**config.mk**
```make
export PLATFORM = sky130hd
export DESIGN_NAME = egress_port_scheduler_flat
export DESIGN_NICKNAME = d
export VERILOG_FILES = /design/src/rtl/egress_port_scheduler_pkg.sv /design/src/rtl/egress_port_scheduler_if.sv /design/src/rtl/egress_port_scheduler_round_robin_arbiter.sv /design/src/rtl/egress_port_scheduler.sv /design/src/flat_wrapper.sv
export SDC_FILE = /design/constraint.sdc
export NUM_CORES = 1
export LEC_CHECK = 0
export CAP_MARGIN = 0
export CORE_MARGIN = 2
export CORE_UTILIZATION = 53
export CTS_CLUSTER_SIZE = 16
export DETAILED_ROUTE_END_ITERATION = 10
export GPL_TIMING_DRIVEN = 0
export PLACE_DENSITY_LB_ADDON = 0.08
export SYNTH_ARGS = -nofsm -noshare
export SYNTH_HDL_FRONTEND = slang
export SYNTH_SLANG_ARGS = --single-unit
```
**constraint.sdc**
```tcl
create_clock -name clock -period 3.09 [get_ports clock]
set_clock_uncertainty 0.1 [all_clocks]
set_input_delay 0.927 -clock clock [delete_from_list [all_inputs] [get_ports clock]]
set_output_delay 0.927 -clock clock [all_outputs]
set_load 0.02 [all_outputs]
```
**src/rtl/egress_port_scheduler_pkg.sv**
```systemverilog
// egress_port_scheduler_pkg: shared state encoding and byte-stream constants for the egress scheduler.
//   DATA_WIDTH    - width of a forwarded byte including the end-of-frame flag
//   LAST_BYTE_BIT - position of the end-of-frame flag inside a byte
package egress_scheduler_package;
    typedef enum logic [1:0] {IDLE, GRANT, GAP} state_t;
    localparam int DATA_WIDTH = 9;
    localparam int LAST_BYTE_BIT = 8;
endpackage

```
**src/rtl/egress_port_scheduler_if.sv**
```systemverilog
// egress_port_scheduler_if: requester and egress handshake bundle of one egress port.
//   request/request_data/request_data_valid  - per-requester frame request and byte stream
//   request_data_ready/grant                 - per-requester ready and one-hot grant
//   egress_data/egress_data_valid/egress_ready - forwarded byte stream to the transmitter
//   busy/frame_abort                         - scheduler status
//   modport slave is the scheduler, modport master is the requester/transmitter side.
interface egress_port_scheduler_if
    import egress_scheduler_package::*;
#(
    parameter int N = 3
);
    logic [N-1:0]                 request;
    logic [N-1:0][DATA_WIDTH-1:0] request_data;
    logic [N-1:0]                 request_data_valid;
    logic [N-1:0]                 request_data_ready;
    logic [N-1:0]                 grant;
    logic [DATA_WIDTH-1:0]        egress_data;
    logic                         egress_data_valid;
    logic                         egress_ready;
    logic                         busy;
    logic                         frame_abort;

    modport slave (
        input  request, request_data, request_data_valid, egress_ready,
        output request_data_ready, grant, egress_data, egress_data_valid, busy, frame_abort
    );

    modport master (
        output request, request_data, request_data_valid, egress_ready,
        input  request_data_ready, grant, egress_data, egress_data_valid, busy, frame_abort
    );
endinterface

```
**src/rtl/egress_port_scheduler_round_robin_arbiter.sv**
```systemverilog
// round_robin_arbiter: combinational pick of the first requester after the last-grant pointer.
//   request_i - request levels
//   pointer_i - index of the last round-robin grant
//   grant_o   - one-hot pick (zero when nothing requests)
//   pointer_o - index of the pick, or pointer_i when nothing requests
module round_robin_arbiter #(
    parameter int N = 3,
    localparam int PW = $clog2(N)
) (
    input  logic [N-1:0]  request_i,
    input  logic [PW-1:0] pointer_i,
    output logic [N-1:0]  grant_o,
    output logic [PW-1:0] pointer_o
);
    logic [PW-1:0] idx;

    // Walk from the farthest candidate back to the nearest so the nearest requester wins.
    always_comb begin
        grant_o = '0;
        pointer_o = pointer_i;
        idx = '0;
        for (int i = N; i >= 1; i--) begin
            idx = PW'((int'(pointer_i) + i) % N);
            if (request_i[idx]) begin
                grant_o = N'(1) << idx;
                pointer_o = idx;
            end
        end
    end
endmodule

```
**src/rtl/egress_port_scheduler.sv**
```systemverilog
// egress_port_scheduler: round-robin frame scheduler sharing one egress transmit path between requesters.
//   clock   - core clock
//   reset_n - asynchronous active-low reset
//   bus     - requester/egress handshake bundle (slave side)
// Optional: EGRESS_SCHEDULER_VIRTUAL_PRIORITY_EN gives requester N-1 priority over the round-robin.
module egress_port_scheduler
    import egress_scheduler_package::*;
#(
    parameter int NUMBER_OF_REQUESTERS   = 3,
    parameter int INTER_FRAME_GAP_CYCLES = 96,
    parameter int MAX_FRAME_BYTES        = 1522,
    parameter int STALL_TIMEOUT_CYCLES   = 256
) (
    input logic                    clock,
    input logic                    reset_n,
    egress_port_scheduler_if.slave bus
);
    localparam int N  = NUMBER_OF_REQUESTERS;
    localparam int PW = $clog2(N);
    localparam int BW = $clog2(MAX_FRAME_BYTES + 1);
    localparam int SW = $clog2(STALL_TIMEOUT_CYCLES + 1);
    localparam int GW = $clog2(INTER_FRAME_GAP_CYCLES + 1);

    state_t                state_q, state_d;
    logic [N-1:0]          grant_q, grant_d;
    logic [PW-1:0]         pointer_q, pointer_d, select_q, select_d;
    logic [BW-1:0]         bytes_q, bytes_d;
    logic [SW-1:0]         stall_q, stall_d;
    logic [GW-1:0]         gap_q, gap_d;
    logic [DATA_WIDTH-1:0] data_q, data_d;
    logic                  valid_q, valid_d, abort_q, abort_d;
    logic [N-1:0]          arb_grant;
    logic [PW-1:0]         arb_pointer;
    logic                  transfer;
    logic [DATA_WIDTH-1:0] in_data;

    round_robin_arbiter #(.N(N)) u_arbiter (
        .request_i (bus.request),
        .pointer_i (pointer_q),
        .grant_o   (arb_grant),
        .pointer_o (arb_pointer)
    );

    // grant_q is zero outside GRANT, so ready needs no state term.
    assign bus.request_data_ready = grant_q & {N{!valid_q | bus.egress_ready}};
    assign transfer = |(bus.request_data_ready & bus.request_data_valid);
    assign in_data = bus.request_data[select_q];

    assign bus.grant = grant_q;
    assign bus.egress_data = data_q;
    assign bus.egress_data_valid = valid_q;
    assign bus.busy = state_q != IDLE;
    assign bus.frame_abort = abort_q;

    always_comb begin
        state_d = state_q;
        grant_d = grant_q;
        pointer_d = pointer_q;
        select_d = select_q;
        bytes_d = bytes_q;
        stall_d = stall_q;
        gap_d = gap_q;
        abort_d = 1'b0;
        // The output register drains in every state; only GRANT can refill it.
        data_d = transfer ? in_data : data_q;
        valid_d = transfer | (valid_q & !bus.egress_ready);
        case (state_q)
            IDLE: begin
                if (|bus.request) begin
`ifdef EGRESS_SCHEDULER_VIRTUAL_PRIORITY_EN
                    if (bus.request[N-1]) begin
                        grant_d = N'(1) << (N - 1);
                        select_d = PW'(N - 1);
                    end else begin
                        grant_d = arb_grant;
                        pointer_d = arb_pointer;
                        select_d = arb_pointer;
                    end
`else
                    grant_d = arb_grant;
                    pointer_d = arb_pointer;
                    select_d = arb_pointer;
`endif
                    bytes_d = '0;
                    stall_d = '0;
                    state_d = GRANT;
                end
            end
            GRANT: begin
                bytes_d = transfer ? bytes_q + 1'b1 : bytes_q;
                stall_d = transfer ? '0 : (stall_q == SW'(STALL_TIMEOUT_CYCLES)) ? stall_q : stall_q + 1'b1;
                // A last byte takes precedence over a simultaneous length or stall limit.
                if ((transfer && in_data[LAST_BYTE_BIT]) || bytes_d == BW'(MAX_FRAME_BYTES)
                    || stall_d == SW'(STALL_TIMEOUT_CYCLES)) begin
                    abort_d = !(transfer && in_data[LAST_BYTE_BIT]);
                    grant_d = '0;
                    gap_d = '0;
                    state_d = GAP;
                end
            end
            GAP: begin
                gap_d = gap_q + 1'b1;
                state_d = (gap_d == GW'(INTER_FRAME_GAP_CYCLES)) ? IDLE : GAP;
            end
            default: state_d = IDLE;
        endcase
    end

    always_ff @(posedge clock or negedge reset_n) begin
        if (!reset_n) begin
            state_q <= IDLE;
            grant_q <= '0;
            pointer_q <= PW'(N - 1);
            select_q <= '0;
            bytes_q <= '0;
            stall_q <= '0;
            gap_q <= '0;
            data_q <= '0;
            valid_q <= 1'b0;
            abort_q <= 1'b0;
        end else begin
            state_q <= state_d;
            grant_q <= grant_d;
            pointer_q <= pointer_d;
            select_q <= select_d;
            bytes_q <= bytes_d;
            stall_q <= stall_d;
            gap_q <= gap_d;
            data_q <= data_d;
            valid_q <= valid_d;
            abort_q <= abort_d;
        end
    end
endmodule

```
**src/flat_wrapper.sv**
```systemverilog
// flat-port wrapper written by rule: the top's interface ports become plain ports
module egress_port_scheduler_flat import egress_scheduler_package::*;
#(
    parameter int NUMBER_OF_REQUESTERS   = 3,
    parameter int INTER_FRAME_GAP_CYCLES = 96,
    parameter int MAX_FRAME_BYTES        = 1522,
    parameter int STALL_TIMEOUT_CYCLES   = 256
)
  (clock, reset_n, bus_request, bus_request_data, bus_request_data_valid, bus_egress_ready, bus_request_data_ready, bus_grant, bus_egress_data, bus_egress_data_valid, bus_busy, bus_frame_abort);
  egress_port_scheduler_if #(.N((3))) bus_i ();
  input logic clock;
  input logic reset_n;
  input wire logic [$bits(bus_i.request)-1:0] bus_request;
  input wire logic [$bits(bus_i.request_data)-1:0] bus_request_data;
  input wire logic [$bits(bus_i.request_data_valid)-1:0] bus_request_data_valid;
  input wire logic [$bits(bus_i.egress_ready)-1:0] bus_egress_ready;
  output wire logic [$bits(bus_i.request_data_ready)-1:0] bus_request_data_ready;
  output wire logic [$bits(bus_i.grant)-1:0] bus_grant;
  output wire logic [$bits(bus_i.egress_data)-1:0] bus_egress_data;
  output wire logic [$bits(bus_i.egress_data_valid)-1:0] bus_egress_data_valid;
  output wire logic [$bits(bus_i.busy)-1:0] bus_busy;
  output wire logic [$bits(bus_i.frame_abort)-1:0] bus_frame_abort;
  assign bus_i.request = bus_request;
  assign bus_i.request_data = bus_request_data;
  assign bus_i.request_data_valid = bus_request_data_valid;
  assign bus_i.egress_ready = bus_egress_ready;
  assign bus_request_data_ready = bus_i.request_data_ready;
  assign bus_grant = bus_i.grant;
  assign bus_egress_data = bus_i.egress_data;
  assign bus_egress_data_valid = bus_i.egress_data_valid;
  assign bus_busy = bus_i.busy;
  assign bus_frame_abort = bus_i.frame_abort;
  egress_port_scheduler #(.NUMBER_OF_REQUESTERS(NUMBER_OF_REQUESTERS), .INTER_FRAME_GAP_CYCLES(INTER_FRAME_GAP_CYCLES), .MAX_FRAME_BYTES(MAX_FRAME_BYTES), .STALL_TIMEOUT_CYCLES(STALL_TIMEOUT_CYCLES)) u_core (.clock(clock), .reset_n(reset_n), .bus(bus_i));
endmodule
```
# --- After elaboration in Yosys (flattened, before gate mapping) ---
# Cells that the tools add are included.
word_totals:
  inputBits: 36
  reg_bits: 47
  wordCells: 88
  output_inout_bits: 18
classes:
  n_eq_ne: 8
  addsub: 6
  n_lt_le_gt_ge: 4
  bitwise_logic: 5
  shifts: 3
  muxes: 32
  n_div: 3
  reduce_logical: 17
op_table:
  columns: ["operator", "count"]
  rows:
  - ["$mod 32x3->32 const B", 3]
  - ["$mux 9", 4]
  - ["$mux 11", 2]
  - ["$pmux 11 s2", 1]
  - ["$bmux 9 s2", 1]
  - ["$eq 9x9->1 const B", 2]
  - ["$pmux 9 s2", 1]
  - ["$mux 3", 5]
  - ["$pmux 7 s2", 1]
  - ["$lt 2x3->1 const B", 4]
  - ["$mux 2", 6]
  - ["$add 11x1->11 const B", 1]
  - ["$eq 11x11->1 const B", 1]
  - ["$add 9x1->9 const B", 1]
  - ["$shl 1x2->3 const A", 3]
  - ["$reduce_and 2->1", 4]
  - ["$add 7x1->7 const B", 1]
  - ["$eq 7x7->1 const B", 1]
  - ["$mux 7", 1]
  - ["$add 2x2->3 const B", 2]
  - ["$and 3x3->3", 2]
  - ["$bmux 1 s2", 3]
  - ["$pmux 2 s3", 1]
  - ["$pmux 3 s2", 1]
  - ["14 further kinds", 26]

# --- Logic depth before layout (Yosys ltp) ---
# Gate-level depths: netlist of run 1.
logic_depth:
  word_depth: 11
  depth_mapped: 10
  depth_no_buf: 8

# --- Hierarchy ---
# From an unflattened synthesis of run 1, not the netlist that was laid out.
unflattened:
  hier_cells: 348
  area_unflattened_um2: 2946.6
modules_own_cells:
  columns: ["mod", "cells_each", "seq_area_each_um2", "instances", "area_per_inst_um2"]
  rows:
  - ["egress_port_scheduler", 303, 1152.4, 1, 2645.0]
  - ["round_robin_arbiter", 45, 0.0, 1, 301.5]

# --- Worst setup path after synthesis of run 1 ---
# Ideal clock, no wire load.
synth_timing:
  path_type: "input to register"
  from: "input bus_request_data_valid[2]"
  to: "register u_core.gap_q[0]"
  setup_time_ns: 0.139
  setup_slack_ns: 0.058
  path_buffers: 0
  arrival_time_ns: 2.792
  required_time_ns: 2.851
  stages: 6
  cell_sequence: "a222oi_1 nor2_1 or4b_4 a2111oi_4 o31a_2 a211oi_1"
synth_between:
  elab_chain_len: 8
  word_cells_on_any_way: 11
  classes_between: "eq/ne (3); mux (2); bitwise (1); reduce/logical (5)"
synth_rtl:
  columns: ["item", "line_no", "source"]
  rows:
  - ["start, declared", "flat_wrapper.sv:15", "input wire logic [$bits(bus_i.request_data_valid)-1:0] bus_request_data_valid;"]
  - ["$and 3x3->3 *", "egress_port_scheduler.sv:46", "assign transfer = |(bus.request_data_ready & bus.request_data_valid);"]
  - ["$reduce_or 3->1 *", "egress_port_scheduler.sv:46", null]
  - ["$mux 11", "egress_port_scheduler.sv:90", "bytes_d = transfer ? bytes_q + 1'b1 : bytes_q;"]
  - ["$eq 11x11->1", "egress_port_scheduler.sv:93", "if ((transfer && in_data[LAST_BYTE_BIT]) || bytes_d == BW'(MAX_FRAME_BYTES)"]
  - ["$logic_or 1x1->1", "egress_port_scheduler.sv:93", null]
  - ["$logic_or 1x1->1 *", "egress_port_scheduler.sv:94", "|| stall_d == SW'(STALL_TIMEOUT_CYCLES)) begin"]
  - ["$ne 2x1->1 (no line) *", null, null]
  - ["$reduce_and 2->1 (no line) *", null, null]
  - ["end signal, assigned", "egress_port_scheduler.sv:128", "gap_q <= gap_d;"]
  - ["end, declared", "egress_port_scheduler.sv:29", "logic [GW-1:0] gap_q, gap_d;"]
# Mark *: on every way between the ends. The rest lies on a longest branch, timed or not.
# A chain may end at the register's enable or synchronous reset.

# --- Worst setup path in the final report of run 1 ---
layout_timing:
  from: "input bus_request_data_valid[0]"
  to: "register u_core.gap_q[0]"
# Same word-level chain as after synthesis.

==> flow_summary.json, run 1 <==
{
  "drt_iter0_drc": 187,
  "ys_dominant_reg_cell": "dfrtp_1",
  "setup_viol": 0,
  "diodes": 0,
  "max_stage_delay_ns": 0.46,
  "hold_path_class": "input port to async pin",
  "hold_viol_final": 0,
  "grt_usage": 0.264,
  "finalHoldWorstSlack_ns": 0.366,
  "netlist_area_sq_um": 3030,
  "outcome": "finished clean",
  "fmaxAchievable_mhz": 332,
  "die_area_sq_um": 6350,
  "synth_edf_count": 0,
  "vias": 2983,
  "crit_path_end_kind": "flop",
  "worst_pin_slew_ns": 0.670,
  "cp_num_buf_inv": 3,
  "dp.cells": 490,
  "vias_per_cell": 5.98,
  "critPathSlowestCell": "clkdlybuf4s50_1",
  "cp-startpoint": "bus_request_data_valid[0]",
  "drc": 0,
  "netlist_top_cells_count": "nand2_1 (47), dfrtp_1 (45), o21ai_0 (41)",
  "min_period_over_period": 0.975,
  "multi_input_comb_area_sq_um": 1820,
  "maxSlewViolCount": 0,
  "nets": 472,
  "power_density_nw_per_um2": 868,
  "cp.required_ns": 3.16,
  "synth_warnings": 0,
  "synth_cells": 365,
  "synth_area_leader_cell": "dfrtp_1",
  "antenna_found_initial": 0,
  "reg2reg_depth": 7,
  "finalWeightedCongestion": 0.899,
  "fin_cells": 499,
  "ys_types": 53,
  "pre_cts_ws_ns": -0.697,
  "pin_count": 54,
  "period_needed_ns": 3.01,
  "vdd_drop_max_uv": 424,
  "cpLargestDelayFamily": "compound AO/OA/AOI/OAI gates",
  "cts.clk_slew.worst_paths_ns": 0.08,
  "fin_ws_ns": 0.0772,
  "postLayoutCellArea_sq_um": 3810,
  "placed_area_sq_um": 3660,
  "clock_path_buffers": 2,
  "die_y_um": 79.7,
  "cts_root_buffer": "clkbuf_8",
  "max-cap-violations": 0,
  "path_depth": 9,
  "grt_pass1_vias": 2796,
  "start_kind": "input port",
  "fp.dieW_um": 79.7,
  "r2r_start": "u_core.select_q[0]",
  "grt_pass1_wl_um": 13300,
  "synthMostInstantiatedCell": "nand2_1",
  "fillers": 480,
  "numPortBuffers": 52,
  "seq_area_frac_synth": 0.380,
  "area.sequential_sq_um": 1150,
  "grt_setup_unrepaired": "false",
  "wire_per_inst_um": 16.1,
  "clkLatencyLatePin_ns": 0.30,
  "path_cells": "clkdlybuf4s50_1 > a222oi_1 > buf_4 > buf_4 > or2_2 > o32a_1 > a2111oi_4 > o31a_4 > a211oi_2",
  "relSlewSlack": 0.551,
  "yosys-top-cells-area": "dfrtp_1 (37%), o21ai_0 (6.8%), nand2_1 (5.8%)",
  "start_util": 0.551,
  "crit_arrival_ns": 3.09,
  "wl_um": 8030,
  "overflow": 0,
  "reg2reg_slack_ns": 0.35,
  "cts_sinks": 46,
  "reg2reg_to": "u_core.gap_q[0]",
  "path_max_fanout": 8,
  "area_delta_synth_final_pct": 25.6,
  "drtAntennaViolNets": 0,
  "synth_top_area_share": 0.371,
  "crit_path_end": "u_core.gap_q[0]",
  "synth_fp_nets": 410,
  "row_count": 27,
  "dr.pass1.iters": 4,
  "crit_top_cell": "buf_4",
  "p_leak_nw": 1.61,
  "crit_type": "input port to flop",
  "hpwl_um": 5700,
  "synth_seq_cells": 46,
  "synth-async-reset-ratio": 1.00,
  "core-area_sq_um": 5510,
  "cts_hold_buf": 0,
  "ctsHtreeMaxLevel": 2,
  "cts_tree": "built",
  "drive_gt1_frac": 0.0937,
  "syn_avg_cell_area_sq_um": 8.31,
  "grt_max_degree": 41,
  "final_util": 0.692,
  "cts_buffers": 5
}
[final cells by class]
cell class                 instances  share of cell area
multi-input combinational        287               0.479
sequential                        46               0.302
timing repair buffer              55               0.142
tap                               72              0.0236
buffer                            20              0.0210
clock buffer                       5              0.0181
inverter                          12              0.0118
clock inverter                     2             0.00263
[state kept, by name, indices dropped and copies added (netlist names)]
name and cells:
u_core.pointer_q 1, u_core.bus.egress_data 9, u_core.stall_q 9, u_core.select_q 2
u_core.bus.grant 3, u_core.gap_q 7, u_core.bus.frame_abort 1, u_core.bus.egress_data_valid 1
u_core.state_q 2, u_core.bytes_q 11
[cell families (layout without fill, tap and decap cells)]
logic type,Yosys count,in the layout,share of synthesized area
DFF,46,46,0.380
and+or+nand+nor,138,138,0.221
adders and majority gates,9,9,0.0371
buffers and inverters,32,94,0.0396
xor gates and xnor gates,12,12,0.0346
muxes,16,16,0.0532
AOI/OAI and AO/OA,112,112,0.235
[per-layer routing]
layer	wire length, um	track usage	vias up
met5	0	0	-
met4	64	0.0621	0
met3	492	0.0475	5
met2	3910	0.445	94
met1	3560	0.353	1434
li1	-	-	1450
[stage by stage]
step / power (W) / setup TNS [ns]
floorplan: 0.00223 / 0
global route: 0.00357 / 0
CTS: 0.00325 / 0
finish: 0.00331 / 0
detailed placement: 0.00287 / -16.53
global placement: 0.00281 / -32.98
[timing repair]
item	in CTS	in global routing
setup buffers	2	0
setup endpoints to repair	25	29
pin swaps	1	5
gates resized for setup	6	27
[how the worst min path moves through the flow]
stage	startpoint	end	slack, ns	depth (start not counted)
detailed placement	u_core.bus.egress_data[6]	u_core.bus.egress_data[6]	0.37	2
global placement	u_core.bus.egress_data[8]	u_core.bus.egress_data[8]	0.36	1
floorplan	u_core.bytes_q[10]	u_core.bytes_q[10]	0.35	1
global route	reset_n	u_core.gap_q[4]	0.37	1
CTS	reset_n	u_core.gap_q[4]	0.36	1
finish	reset_n	u_core.gap_q[4]	0.37	1
[layout by cell type, fill, tap and decap left out, types with 2 or more instances in the layout]
master and n:
a211o_1 2, a21boi_0 2, a21o_1 3, a21oi_1 26
a22o_1 3, a22oi_1 2, a31oi_1 5, and3_1 3
and4_1 3, buf_4 2, clkbuf_1 15, clkbuf_2 7
clkbuf_8 5, clkdlybuf4s50_1 46, clkinv_2 2, dfrtp_1 45
dlymetal6s2s_1 2, ha_1 9, inv_1 12, mux2i_1 15
nand2_1 47, nand2b_1 2, nand3_1 8, nand3b_1 2
nand4_1 9, nand4b_1 3, nor2_1 32, nor2_2 7
nor2b_1 5, nor3_1 4, o21ai_0 41, o22ai_1 2
o31ai_1 7, o31ai_2 2, o41ai_1 3, or2_2 3
xnor2_1 4, xor2_1 8
[where the power goes]
part / leakage, nW / internal, W / switching [W]
clock: 0.0438 / 0.000152 / 0.000203
combinational: 0.959 / 0.000772 / 0.00118
sequential: 0.602 / 0.000797 / 0.000202
total: 1.61 / 0.00172 / 0.00159
Power figures use the tool's default switching activity.
==> run 2: changes to the inputs <==
--- a/config.mk
+++ b/config.mk
@@ -5,9 +5,9 @@
 export SDC_FILE = /design/constraint.sdc
 export NUM_CORES = 1
 export LEC_CHECK = 0
-export CAP_MARGIN = 0
 export CORE_MARGIN = 2
-export CORE_UTILIZATION = 53
+export CORE_UTILIZATION = 55
+export CTS_BUF_LIST = sky130_fd_sc_hd__clkbuf_8
 export CTS_CLUSTER_SIZE = 16
 export DETAILED_ROUTE_END_ITERATION = 10
 export GPL_TIMING_DRIVEN = 0
==> flow_summary.json, run 2 (synthesis gave the netlist of run 1 again) <==
{
  "hold_viol_final": 0,
  "die_y_um": 78.3,
  "reg2reg_to": "u_core.gap_q[0]",
  "start_kind": "input port",
  "ctsHtreeMaxLevel": 2,
  "grt_max_degree": 35,
  "finalHoldWorstSlack_ns": 0.394,
  "pin_count": 54,
  "cp-startpoint": "bus_egress_ready",
  "cp.required_ns": 2.06,
  "hpwl_um": 5450,
  "area_delta_synth_final_pct": 25.2,
  "drc": 0,
  "outcome": "finished clean",
  "wl_um": 7660,
  "cts_root_buffer": "clkbuf_8",
  "dr.pass1.iters": 4,
  "largest_register": "u_core.bytes_q",
  "cts_buffers": 5,
  "numPortBuffers": 52,
  "fp.dieW_um": 78.3,
  "hold_path_class": "flop to flop",
  "cts.clk_slew.worst_paths_ns": 0.08,
  "wire_per_inst_um": 15.3,
  "layout_common_cells": "nand2_1 (47), clkdlybuf4s50_1 (46), dfrtp_1 (45)",
  "setup_viol": 0,
  "grt_pass1_wl_um": 12700,
  "grt_pass1_vias": 2763,
  "fin_cells": 500,
  "row_count": 27,
  "worst_pin_slew_ns": 0.679,
  "antenna_found_initial": 0,
  "min_period_over_period": 0.975,
  "relSlewSlack": 0.547,
  "period_needed_ns": 3.01,
  "power_density_nw_per_um2": 863,
  "p_leak_nw": 1.60,
  "reg2reg_depth": 7,
  "fin_ws_ns": 0.0765,
  "maxSlewViolCount": 0,
  "vdd_drop_max_uv": 472,
  "dp.cells": 490,
  "grt_usage": 0.256,
  "die_area_sq_um": 6130,
  "fillers": 442,
  "drt_iter0_drc": 153,
  "vias": 2925,
  "clkLatencyLatePin_ns": 0.31,
  "final_common_cell": "nand2_1",
  "start_util": 0.561,
  "reg2reg_slack_ns": 0.37,
  "finalWeightedCongestion": 0.867,
  "path_max_fanout": 10,
  "finalSetupTns_ns": 0,
  "area.sequential_sq_um": 1150,
  "crit_arrival_ns": 1.99,
  "fmaxAchievable_mhz": 332,
  "drtAntennaViolNets": 0,
  "crit_path_end": "bus_request_data_ready[0]",
  "crit_path_end_kind": "output pin",
  "drive_gt1_frac": 0.0748,
  "vias_per_cell": 5.85,
  "pre_cts_ws_ns": -0.760,
  "cts_tree": "built",
  "clock_path_buffers": 2,
  "core-area_sq_um": 5410,
  "diodes": 0,
  "largest_reg_flops": 11,
  "r2r_start": "u_core.select_q[0]",
  "cts_sinks": 46,
  "crit_type": "input port to output pin",
  "multi_input_comb_area_sq_um": 1800,
  "grt_setup_unrepaired": "false",
  "nets": 472,
  "overflow": 0,
  "max-cap-violations": 0,
  "cts_hold_buf": 0
}
[run 2: final cells by class]
cell class                      count  share of cell area
Multi-Input combinational cell    287               0.474
Sequential cell                    46               0.303
Timing Repair Buffer               55               0.142
Tap cell                           72              0.0237
Buffer                             20              0.0211
Clock buffer                        5              0.0181
Inverter                           12              0.0119
Clock inverter                      3             0.00560
[run 2: per-layer routing]
metal  share of wire  up-vias  GRT usage
met5               0        -          0
met4          0.0060        0     0.0614
met3           0.043        5     0.0471
met2            0.48       68      0.428
met1            0.47     1409      0.347
li1                -     1443          -
[run 2: timing repair]
action | in CTS | in global routing
setup buffers | 2 | 0
gates resized for setup | 11 | 17
endpoints found under the setup margin | 26 | 27
pin swaps | 2 | 2
[run 2: worst min-delay path by stage]
stage | start | end | slack [ns] | cells past startpoint
2_1_floorplan | u_core.bytes_q[10] | u_core.bytes_q[10] | 0.35 | 1
3_3_place_gp | u_core.bus.egress_data[8] | u_core.bus.egress_data[8] | 0.36 | 1
3_5_place_dp | u_core.bus.egress_data[7] | u_core.bus.egress_data[7] | 0.38 | 2
4_1_cts | reset_n | u_core.bus.egress_data_valid | 0.40 | 1
5_1_grt | reset_n | u_core.bus.egress_data_valid | 0.41 | 1
6_report | u_core.bytes_q[10] | u_core.bytes_q[10] | 0.39 | 1
[run 2: report_power, final]
group	switching (W)	internal (W)	total [W]
Sequential	0.000198	0.000796	0.000995
Clock	0.000217	0.000159	0.000377
Combinational	0.00115	0.000758	0.00191
Total	0.00156	0.00171	0.00328
[run 2: stage by stage]
stage / util / cell area [sq um] / power, W
floorplan: - / 3030 / 0.00223
global placement: 0.674 / 3640 / 0.00281
detailed placement: 0.677 / 3660 / 0.00285
CTS: 0.698 / 3770 / 0.00326
global route: 0.703 / 3800 / 0.00355
finish: 0.703 / 3800 / 0.00328
[run 2: critical path: stages]
cell             delay, ns
clkdlybuf4s50_1       0.45
nor2b_1               0.04
clkbuf_2              0.20
nor2b_1               0.18
buf_2                 0.19
==> run 3: changes to the inputs <==
--- a/config.mk
+++ b/config.mk
@@ -5,6 +5,7 @@
 export SDC_FILE = /design/constraint.sdc
 export NUM_CORES = 1
 export LEC_CHECK = 0
+export CORE_ASPECT_RATIO = 1.2
 export CORE_MARGIN = 2
 export CORE_UTILIZATION = 55
 export CTS_BUF_LIST = sky130_fd_sc_hd__clkbuf_8
==> flow_summary.json, run 3 (synthesis gave the netlist of run 1 again) <==
{
  "reg2reg_slack_ns": 0.44,
  "largest_reg_flops": 11,
  "cpLargestDelayFamily": "buffers and inverters",
  "area_delta_synth_final_pct": 26.9,
  "cts_buffers": 5,
  "grt_setup_unrepaired": "false",
  "p_leak_nw": 1.64,
  "nets": 472,
  "grt_pass1_wl_um": 13000,
  "final_common_cell": "nand2_1",
  "cp_num_buf_inv": 3,
  "grt_pass1_vias": 2866,
  "crit_type": "input port to output pin",
  "dp.cells": 480,
  "row_count": 29,
  "vias": 2976,
  "hold_viol_final": 0,
  "clkLatencyLatePin_ns": 0.31,
  "wire_per_inst_um": 15.5,
  "hold_path_class": "input port to async pin",
  "layout_common_cells": "nand2_1 (47), clkdlybuf4s50_1 (46), dfrtp_1 (45)",
  "setup_viol": 0,
  "vdd_drop_max_uv": 468,
  "cts.clk_slew.worst_paths_ns": 0.09,
  "max-cap-violations": 0,
  "ctsHtreeMaxLevel": 2,
  "period_needed_ns": 3.02,
  "max_stage_delay_ns": 0.45,
  "maxSlewViolCount": 0,
  "worst_pin_slew_ns": 0.653,
  "fillers": 439,
  "drive_gt1_frac": 0.0794,
  "clock_path_buffers": 2,
  "power_density_nw_per_um2": 897,
  "dr.pass1.iters": 5,
  "die_area_sq_um": 6130,
  "numPortBuffers": 52,
  "pin_count": 54,
  "crit_path_end_kind": "output pin",
  "reg2reg_to": "u_core.gap_q[0]",
  "cts_sinks": 46,
  "cp.required_ns": 2.06,
  "start_kind": "input port",
  "largest_register": "u_core.bytes_q",
  "min_period_over_period": 0.977,
  "drt_iter0_drc": 161,
  "fp.dieW_um": 71.8,
  "drc": 0,
  "relSlewSlack": 0.563,
  "cts_tree": "built",
  "outcome": "finished clean",
  "overflow": 0,
  "diodes": 0,
  "grt_max_degree": 42,
  "hpwl_um": 5490,
  "r2r_start": "u_core.select_q[0]",
  "die_y_um": 85.4,
  "grt_usage": 0.264,
  "path_cells": "clkdlybuf4s50_1 > nor2b_1 > clkbuf_4 > nor2b_1 > clkdlybuf4s15_2",
  "wl_um": 7600,
  "path_max_fanout": 10,
  "drtAntennaViolNets": 0,
  "crit_top_cell": "nor2b_1",
  "vias_per_cell": 6.07,
  "finalWeightedCongestion": 0.884,
  "reg2reg_depth": 7,
  "start_util": 0.573,
  "pre_cts_ws_ns": -0.829,
  "critPathSlowestCell": "clkdlybuf4s50_1",
  "fin_cells": 490,
  "antenna_found_initial": 0,
  "cts_root_buffer": "clkbuf_8",
  "fin_ws_ns": 0.0714,
  "fmaxAchievable_mhz": 331,
  "finalHoldWorstSlack_ns": 0.337,
  "crit_arrival_ns": 1.99,
  "core-area_sq_um": 5300
}
-- run 3: cell types whose count changed in the layout (fill, tap and decap cells not counted), sizes merged --
| cell | delta |
|---|---|
| buf | -2 |
| bufinv | +2 |
| clkbuf | +2 |
| clkdlybuf4s15 | +1 |
| clkinv | -2 |
| clkinvlp | -1 |
-- run 3: worst max-delay path by stage --
stage,from,endpoint,slack (ns),cells past startpoint
after floorplan,bus_request_data_valid[2],u_core.gap_q[0],0.06,6
after global placement,bus_request_data_valid[2],u_core.gap_q[0],-0.75,7
after detailed placement,bus_request_data_valid[2],u_core.gap_q[0],-0.83,7
after CTS,bus_egress_ready,bus_request_data_ready[1],0.002,5
after global routing,bus_egress_ready,bus_request_data_ready[0],0.01,5
final,bus_egress_ready,bus_request_data_ready[0],0.07,5
-- run 3: report_power, final --
group          leakage, nW  internal [W]  switching [W]
registers            0.602      0.000797       0.000187
logic                0.962      0.000770        0.00115
clock network       0.0714      0.000345       0.000202
-- run 3: final cells by class --
class / count / area, sq um / share of cell area
multi-input cells: 287 / 1800 / 0.468
flip-flops and latches: 46 / 1150 / 0.299
repair buffers: 55 / 547 / 0.142
clock buffers: 6 / 82.6 / 0.0214
plain buffers: 20 / 82.6 / 0.0214
well taps: 62 / 77.6 / 0.0201
clock inverters: 2 / 60.1 / 0.0156
inverters: 12 / 45.0 / 0.0117
-- run 3: metal layers --
layer,wire length [um],share of wire,global-route usage,vias to the layer above
met3,561,0.074,0.0641,11
li1,-,-,-,1451
met2,3750,0.49,0.453,105
met1,3170,0.42,0.327,1409
met4,121,0.016,0.0772,0
met5,0,0,0,-
-- run 3: per-stage QoR --
step / utilization / power [W] / setup TNS (ns) / instance area, sq um
after global routing: 0.727 / 0.00374 / 0 / 3850
after floorplan: - / 0.00223 / 0 / 3030
after detailed placement: 0.688 / 0.00285 / -21.42 / 3650
final: 0.727 / 0.00346 / 0 / 3850
after CTS: 0.724 / 0.00345 / 0 / 3830
after global placement: 0.686 / 0.00280 / -30.18 / 3630
-- run 3: timing repair --
action | 4_1_cts | 5_1_grt
buffers inserted | 2 | 0
cloned | 0 | 0
hold buffers | 0 | 0
setup endpoints to repair | 36 | 20
pin swaps | 3 | 4
endpoints found under the hold margin | 0 | 0
gates resized for setup | 13 | 14
